--- src/rtl/ahb_pkg.sv ---
`default_nettype none
// ============================================================================
// Module      : ahb_pkg
// Description : Shared AHB-Lite encodings and the pipeline slot type used by
//               the ahb_lite_master initiator.
// Revision    : 1.0  initial release
// ============================================================================
package ahb_pkg;

    // HTRANS encodings; only IDLE and NONSEQ are ever driven
    localparam logic [1:0] HTRANS_IDLE   = 2'b00;
    localparam logic [1:0] HTRANS_NONSEQ = 2'b10;

    // Command size encodings (HSIZE[1:0]); 2'b11 is illegal on the command side
    localparam logic [1:0] HSIZE_BYTE = 2'b00;
    localparam logic [1:0] HSIZE_HALF = 2'b01;
    localparam logic [1:0] HSIZE_WORD = 2'b10;

    localparam logic [2:0] HBURST_SINGLE = 3'b000;

    // HRESP: only bit 0 carries meaning for this initiator
    localparam logic [1:0] HRESP_OKAY  = 2'b00;
    localparam logic [1:0] HRESP_ERROR = 2'b01;

    // One pipeline stage (address-phase slot or data-phase slot)
    typedef struct packed {
        logic        valid;
        logic        write;
        logic        bad;
        logic [1:0]  size;
        logic [31:0] addr;
        logic [31:0] wdata;
    } slot_t;

    // A command is "bad" when it can never go on the bus: illegal size or an
    // address not aligned to its size. Byte accesses are always aligned.
    function automatic logic is_bad(input logic [1:0] size, input logic [1:0] addr_lsb);
        case (size)
            HSIZE_BYTE: return 1'b0;
            HSIZE_HALF: return addr_lsb[0];
            HSIZE_WORD: return |addr_lsb;
            default:    return 1'b1;
        endcase
    endfunction

endpackage
`default_nettype wire

--- src/rtl/ahb_lite_master.sv ---
`default_nettype none
// ============================================================================
// Module      : ahb_lite_master
// Description : AHB-Lite initiator turning a valid/ready command stream into
//               single NONSEQ transfers. Two-slot pipeline (address phase A,
//               data phase D), in-order one-cycle response pulses, two-cycle
//               ERROR handling with replay of the cancelled address phase.
// Ports       : HCLK/HRESETn        clock, async active-low reset
//               cmd_*               command stream (valid/ready handshake)
//               rsp_*               response pulse, no backpressure
//               H*                  AHB-Lite master interface
// Revision    : 1.0  initial release
// ============================================================================
module ahb_lite_master
    import ahb_pkg::*;
#(
    parameter logic [3:0] HPROT_VAL = 4'b0011,
    parameter int         RSP_REG   = 1
) (
    input  logic        HCLK,
    input  logic        HRESETn,
    // command stream
    input  logic        cmd_valid,
    output logic        cmd_ready,
    input  logic        cmd_write,
    input  logic [1:0]  cmd_size,
    input  logic [31:0] cmd_addr,
    input  logic [31:0] cmd_wdata,
    // response stream
    output logic        rsp_valid,
    output logic [31:0] rsp_rdata,
    output logic        rsp_err,
    // AHB-Lite master
    output logic [31:0] HADDR,
    output logic [1:0]  HTRANS,
    output logic        HWRITE,
    output logic [2:0]  HSIZE,
    output logic [2:0]  HBURST,
    output logic [3:0]  HPROT,
    output logic        HMASTLOCK,
    output logic [31:0] HWDATA,
    input  logic        HREADY,
    input  logic [1:0]  HRESP,
    input  logic [31:0] HRDATA
);

    // Only the registered response path exists; any other value is unsupported.
    if (RSP_REG != 1) begin : g_rsp_reg_unsupported
    end

    slot_t       a_q, a_d;
    slot_t       d_q, d_d;
    logic        err_hold_q, err_hold_d;
    logic        rsp_valid_q, rsp_valid_d;
    logic        rsp_err_q, rsp_err_d;
    logic [31:0] rsp_rdata_q, rsp_rdata_d;

    logic        w_resp_err;
    logic        w_err_first;
    logic        w_accept;
    logic        w_unused_slot;

    assign w_resp_err  = ((HRESP & HRESP_ERROR) != HRESP_OKAY);
    // First cycle of the two-cycle ERROR response
    assign w_err_first = w_resp_err & ~HREADY;

    assign cmd_ready = (~a_q.valid | HREADY) & ~err_hold_q & ~w_err_first;
    assign w_accept  = cmd_valid & cmd_ready;

    // Address/control come straight from slot A; its fields are left intact
    // when A empties, so HADDR/HWRITE/HSIZE hold their last value.
    assign HTRANS    = (a_q.valid & ~a_q.bad & ~err_hold_q) ? HTRANS_NONSEQ : HTRANS_IDLE;
    assign HADDR     = a_q.addr;
    assign HWRITE    = a_q.write;
    assign HSIZE     = {1'b0, a_q.size};
    assign HWDATA    = d_q.wdata;
    assign HBURST    = HBURST_SINGLE;
    assign HPROT     = HPROT_VAL;
    assign HMASTLOCK = 1'b0;

    assign rsp_valid = rsp_valid_q;
    assign rsp_err   = rsp_err_q;
    assign rsp_rdata = rsp_rdata_q;

    // Address and size are never needed once a transfer is in its data phase
    assign w_unused_slot = ^{d_q.size, d_q.addr};

    always_comb begin
        a_d         = a_q;
        d_d         = d_q;
        err_hold_d  = err_hold_q;
        rsp_valid_d = 1'b0;
        rsp_err_d   = 1'b0;
        rsp_rdata_d = 32'h0;

        if (!HREADY) begin
            // Wait state: both slots hold; remember an ERROR first cycle
            if (w_resp_err) begin
                err_hold_d = 1'b1;
            end
        end else begin
            if (d_q.valid) begin
                rsp_valid_d = 1'b1;
                rsp_err_d   = d_q.bad | w_resp_err | err_hold_q;
                rsp_rdata_d = (d_q.write | d_q.bad) ? 32'h0 : HRDATA;
            end

            if (err_hold_q) begin
                // Second ERROR cycle: retire D, keep A for replay
                d_d.valid  = 1'b0;
                err_hold_d = 1'b0;
            end else begin
                d_d = a_q;
                if (w_accept) begin
                    a_d.valid = 1'b1;
                    a_d.write = cmd_write;
                    a_d.bad   = is_bad(cmd_size, cmd_addr[1:0]);
                    a_d.size  = cmd_size;
                    a_d.addr  = cmd_addr;
                    a_d.wdata = cmd_wdata;
                end else begin
                    a_d.valid = 1'b0;
                end
            end
        end
    end

    always_ff @(posedge HCLK or negedge HRESETn) begin
        if (!HRESETn) begin
            a_q         <= '0;
            d_q         <= '0;
            err_hold_q  <= 1'b0;
            rsp_valid_q <= 1'b0;
            rsp_err_q   <= 1'b0;
            rsp_rdata_q <= 32'h0;
        end else begin
            a_q         <= a_d;
            d_q         <= d_d;
            err_hold_q  <= err_hold_d;
            rsp_valid_q <= rsp_valid_d;
            rsp_err_q   <= rsp_err_d;
            rsp_rdata_q <= rsp_rdata_d;
        end
    end

endmodule
`default_nettype wire

--- config.mk ---
export PLATFORM = sky130hd
export DESIGN_NAME = ahb_lite_master
export DESIGN_NICKNAME = d
export VERILOG_FILES = /design/src/rtl/ahb_pkg.sv /design/src/rtl/ahb_lite_master.sv
export SDC_FILE = /design/constraint.sdc
export NUM_CORES = 1
export LEC_CHECK = 0
export CAP_MARGIN = 20
export CORE_MARGIN = 2
export CORE_UTILIZATION = 48
export DETAILED_ROUTE_END_ITERATION = 6
export PLACE_DENSITY = 0.86
export SYNTH_ARGS = -nofsm -noshare
export SYNTH_HDL_FRONTEND = slang
export SYNTH_SLANG_ARGS = --single-unit
--- constraint.sdc ---
create_clock -name HCLK -period 1.92 [get_ports HCLK]
set_clock_uncertainty 0.05 [all_clocks]
set_input_delay 0.384 -clock HCLK [delete_from_list [all_inputs] [get_ports HCLK]]
set_output_delay 0.384 -clock HCLK [all_outputs]
set_load 0.005 [all_outputs]
Yosys cells after proc, flatten, opt, wreduce, memory -nomap -nowiden
Cells that the tools add are included.
{ "op_classes": {"mux": 13, "n_bitwise": 15, "eq_ne": 2, "reduce_logical": 5} }
{ "op_table": {"columns": ["cell", "n"], "rows": [
  ["$mux 32", 3],
  ["$mux 1", 8],
  ["$and 1x1->1", 6],
  ["$not 1->1", 5],
  ["$or 1x1->1", 4],
  ["$pmux 1 s3", 1],
  ["$reduce_and 3->1", 1],
  ["$eq 2x1->1 const B", 1],
  ["$eq 2x2->1 const B", 1],
  ["$logic_not 2->1", 1],
  ["$mux 2", 1],
  ["$reduce_and 2->1", 1],
  ["$reduce_bool 2->1", 1],
  ["$reduce_or 2->1", 1]
]} }
{ "word_totals": {"input_bits": 105, "regBits": 139} }

Depth between registers and ports, before layout
{ "depth": {"word_depth": 6, "ltp_mapped": 5} }

Worst setup path after synthesis
OpenSTA, ideal clock, no wires.
{ "synth_timing": {"path_kind": "register to register", "startpoint": "reg err_hold_q", "endpoint": "reg d_q (netlist bit HWDATA[22])", "t_arrival_ns": 1.132, "setup_time_ns": 0.125, "setup_slack_ns": 0.613, "t_required_ns": 1.745, "stages_incl_launch_ff": 5, "path_buffers": 2, "cell_sequence": "dfrtp_1 -> nand2b_1 -> buf_6 -> buf_8 -> mux2_4"} }
{ "synth_via": {"elab_chain_cells": 2} }
{ "synth_lines": {"columns": ["element", "line_no", "text"], "rows": [
  ["start, declared", "ahb_lite_master.sv:53", "logic err_hold_q, err_hold_d;"],
  ["start signal, assigned", "ahb_lite_master.sv:139", "err_hold_q <= err_hold_d;"],
  ["$not 1->1 (no source line)", null, null],
  ["$reduce_and 2->1 (no source line)", null, null],
  ["end signal, assigned", "ahb_lite_master.sv:131", "d_q <= '0;"],
  ["end signal, assigned", "ahb_lite_master.sv:138", "d_q <= d_d;"],
  ["end, declared", "ahb_lite_master.sv:52", "slot_t d_q, d_d;"]
]} }
Every way passes these cells.
A chain may end at the register's enable or synchronous reset.

Worst setup path in the final report
{ "layout_timing": {"startpoint": "reg a_q[68] (netlist bit)", "endpoint": "out HTRANS[1]"} }
{ "layout_via": {"elab_chain_cells": 3} }
{ "layout_lines": {"columns": ["element", "line_no", "text"], "rows": [
  ["start, declared", "ahb_lite_master.sv:51", "slot_t a_q, a_d;"],
  ["start signal, assigned", "ahb_lite_master.sv:130", "a_q <= '0;"],
  ["start signal, assigned", "ahb_lite_master.sv:137", "a_q <= a_d;"],
  ["$and 1x1->1 (2 in a row)", "ahb_lite_master.sv:72", "assign HTRANS = (a_q.valid & ~a_q.bad & ~err_hold_q) ? HTRANS_NONSEQ : HTRANS_IDLE;"],
  ["$mux 2", "ahb_lite_master.sv:72", null],
  ["end, declared", "ahb_lite_master.sv:35", "output logic [1:0] HTRANS,"]
]} }
Every way passes these cells.

==> metrics.md <==
| Metric | Value |
|---|---|
| Status | finished, final reports clean |
| Vias in the first global route | about 3700 |
| Area grow syn2layout | 40.15% |
| Worst setup EP type | output port |
| Worst hold path class | in -> async |
| DR pass1 iterations | 4 |
| Synth Cell Area | around 0.0058 sq mm |
| Final setup margin | ~0.11 ns |
| Leakage power | approximately 3.7 nW |
| Final WL | ~12 mm |
| Seq pwr share | between 40 and 50% |
| Clock share of power | 36.5% |
| Crit-path max cell delay | roughly 0.40 ns |
| Buffers added on ports | 206 |
| Max clock buf depth | 2 |
| # H-tree levels | 4 |
| Pwr/cell area | between 1000 and 1500 mW/mm^2 |
| Synthesized area per cell | around 15 sq um |
| Yosys reg bits | approximately 140 |
| CP Data Required Time | 1.49 ns |
| Switching power | about 1.9 mW |
| Vias | 3306 |
| Clk_lat worst skew | roughly 0.4 ns |
| Proportion of layout cells with a drive suffix above 1 | 30.52% |
| Vias per cell | around 4.7 |
| GR Util met2 | 31.47% |
| Die area | 0.01303 sq mm |
| Most common cell after layout, fill and taps aside | clkdlybuf4s50_1 |
| Setup crit start | a_q[68] |
| Post-Syn Instances | a little under 400 |
| Most frequent cells in the layout | clkdlybuf4s50_1 (203), dfrtp_1 (139), mux2_2 (66) |
| Warnings from Yosys | 0 |
| Die height | about 110 um |
| Post-DP HPWL | about 8.3 mm |
| Die width | roughly 110 um |
| Crit-path max FO | 2 |
| Final number of max-transition violations | 0 |
| DRT antenna net count | 0 |
| CTS tree | yes |
| NumNets Final | between 600 and 700 |
| Final hold violations | 0 |
| GRT Total Usage | a little under a fifth |
| RD Place Congestion | between 0.7 and 0.8 |
| GR Layer Usage met3 | ~7.6% |
| First-pass GRT wire length | around 18 mm |
| Storage cell area | around 0.0035 sq mm |
| WL/cell | between 15 and 20 um |
| Hold_ws | 0.3893 ns |
| Fmax | 552.8 MHz |
| DRC | 0 |
| Finished Core Util | approximately two thirds |
| Largest net degree at the start of global routing | between 50 and 60 |
| Switch share | a little over a fifth |
| # rows | 40 |
| Ports | ~220 |
| Worst R2R Start | err_hold_q |
| CP arrival | roughly 1.4 ns |
| Logic pwr share | a little over a fifth |
| Max Cap Violations | 0 |
| Multi-input logic area | between 0.0015 and 0.002 sq mm |
| Initial antenna violation count | 0 |
| Met1 usage | around 21% |
| Kind of critical path | reg -> out |
| Most used routing layer | met2 |
| Crit path time final | 1.809 ns |
| Part of the cycle the worst path needs | a little over nine tenths |
| Worst path cell trace | buf_4, nor3b_2, dlygate4sd2_1 |
| Gr ovfl total | 0 |
| Placeable Area | 0.01191 sq mm |
| Initial Util | between 40% and 50% |
| RSZ-0062 raised after global routing | no |
| Clk sinks | around 140 |
| Int Power | between 6 and 7 mW |
| Sequential cell area fraction in the yosys report | around 60% |
| Startpoint Class | flop |
| Fillcell total | between 800 and 900 |
| Setup-failing EPs final | 0 |
| Worst-path clk slew | approximately 0.050 ns |
| Antenna Diode Count | 0 |
| Slowest stage cell on the critical path | dfrtp_1 |
| First DRT Iteration DRCs | 124 |
| VDD IR max | ~0.8 mV |
| Distinct cells, synth | 24 |
| Clock root cell | clkbuf_16 |
| CTS Buf Count | 17 |
| Worst slack, placed | -0.07724 ns |
[per-stage QoR]
stage | TNS (ns) | total power [mW] | area [sq um] | std cells
global placement | -0.05783 | 5.515 | 7548 | 669
CTS | 0 | 8.810 | 8159 | 704
finish | 0 | 8.712 | 8159 | 704
global route | 0 | 9.106 | 8159 | 704
floorplan | 0 | 4.872 | 5852 | 394
detailed placement | -0.07724 | 5.599 | 7548 | 669
[power groups by stage]
stage | combinational (mW) | clock, mW | sequential [mW]
6_report | 1.82 | 3.18 | 3.71
2_1_floorplan | 1.19 | 0 | 3.68
3_5_place_dp | 1.84 | 0 | 3.76
4_1_cts | 1.86 | 3.24 | 3.72
3_3_place_gp | 1.79 | 0 | 3.73
5_1_grt | 1.95 | 3.38 | 3.78
[path summary, 6_finish.rpt]
path	slack, ns	end	cells after the start
max	0.11	HTRANS[1]	3
min	0.39	HADDR[22]	2
max reg2reg	0.46	HADDR[28]	4
min reg2reg	0.44	HADDR[25]	1
max in group asynchronous	0.82	rsp_rdata[30]	3
min in group HCLK	0.44	HADDR[25]	1
[final cells by class]
cell class	instances	share of cell area (%)
Multi-Input combinational cell	163	20.13
Clock buffer	25	6.073
Sequential cell	139	42.63
Inverter	2	0.09201
Timing Repair Buffer	221	27.74
Tap cell	147	2.254
Clock inverter	7	1.073
[cells in the mapped netlist]
| cell | number | area, sq um |
|---|---|---|
| mux2_4 | 29 | 435.4 |
| nand2b_1 | 1 | 6.260 |
| nor2_1 | 6 | 22.52 |
| nor3b_1 | 1 | 7.510 |
| buf_4 | 76 | 570.6 |
| nor3_2 | 1 | 10.01 |
| and2_2 | 28 | 210.2 |
| buf_6 | 8 | 90.09 |
| dfrtp_1 | 139 | 3478 |
| mux2_2 | 66 | 743.2 |
| inv_1 | 2 | 7.510 |
| conb_1 | 2 | 7.510 |
| nor3_1 | 2 | 10.01 |
| buf_12 | 2 | 40.04 |
| o31ai_1 | 1 | 7.510 |
| nand3b_1 | 1 | 7.510 |
| nand3b_4 | 1 | 20.02 |
| and2_1 | 4 | 25.02 |
| o21ai_0 | 1 | 5.000 |
| buf_8 | 1 | 15.01 |
| clkbuf_2 | 3 | 15.01 |
| a21oi_1 | 1 | 5.000 |
| mux2_1 | 6 | 67.56 |
| nand2_1 | 4 | 15.01 |
[repair_timing]
| action | 4_1_cts | 5_1_grt |
|---|---|---|
| gates resized for setup | 3 | 0 |
| hold endpoints to repair | 37 | 0 |
| endpoints found under the setup margin | 2 | 0 |
| setup buffers | 2 | 0 |
| hold buffers | 1 | 0 |
[routing by layer]
layer	up-vias	share of wire [%]
li1	1508	-
met1	1654	38
met2	125	53
met3	19	7.6
met4	0	1.9
met5	-	0
[critical path: cells and delay by family, from the launching register on]
kind	cells	cell delay, ns
buf+inv	2	0.42
flops	1	0.40
simple gates	1	0.14
[state kept, by name (all words and copies together), names as in the netlist]
register,count
HADDR,32
HSIZE,2
HWDATA,32
HWRITE,1
a_q,34
d_q,3
err_hold_q,1
rsp_err,1
rsp_rdata,32
rsp_valid,1
[logic make-up (layout without fill, tap and decap cells)]
family,count (synthesis),count (layout),synth area share (%)
flops,139,139,59.75
mux,101,101,21.41
compound gates,3,3,0.3008
simple gates,49,49,5.738
other cells,2,10,0.1290
buf+inv,92,255,12.68
Power figures use the tool's default switching activity.
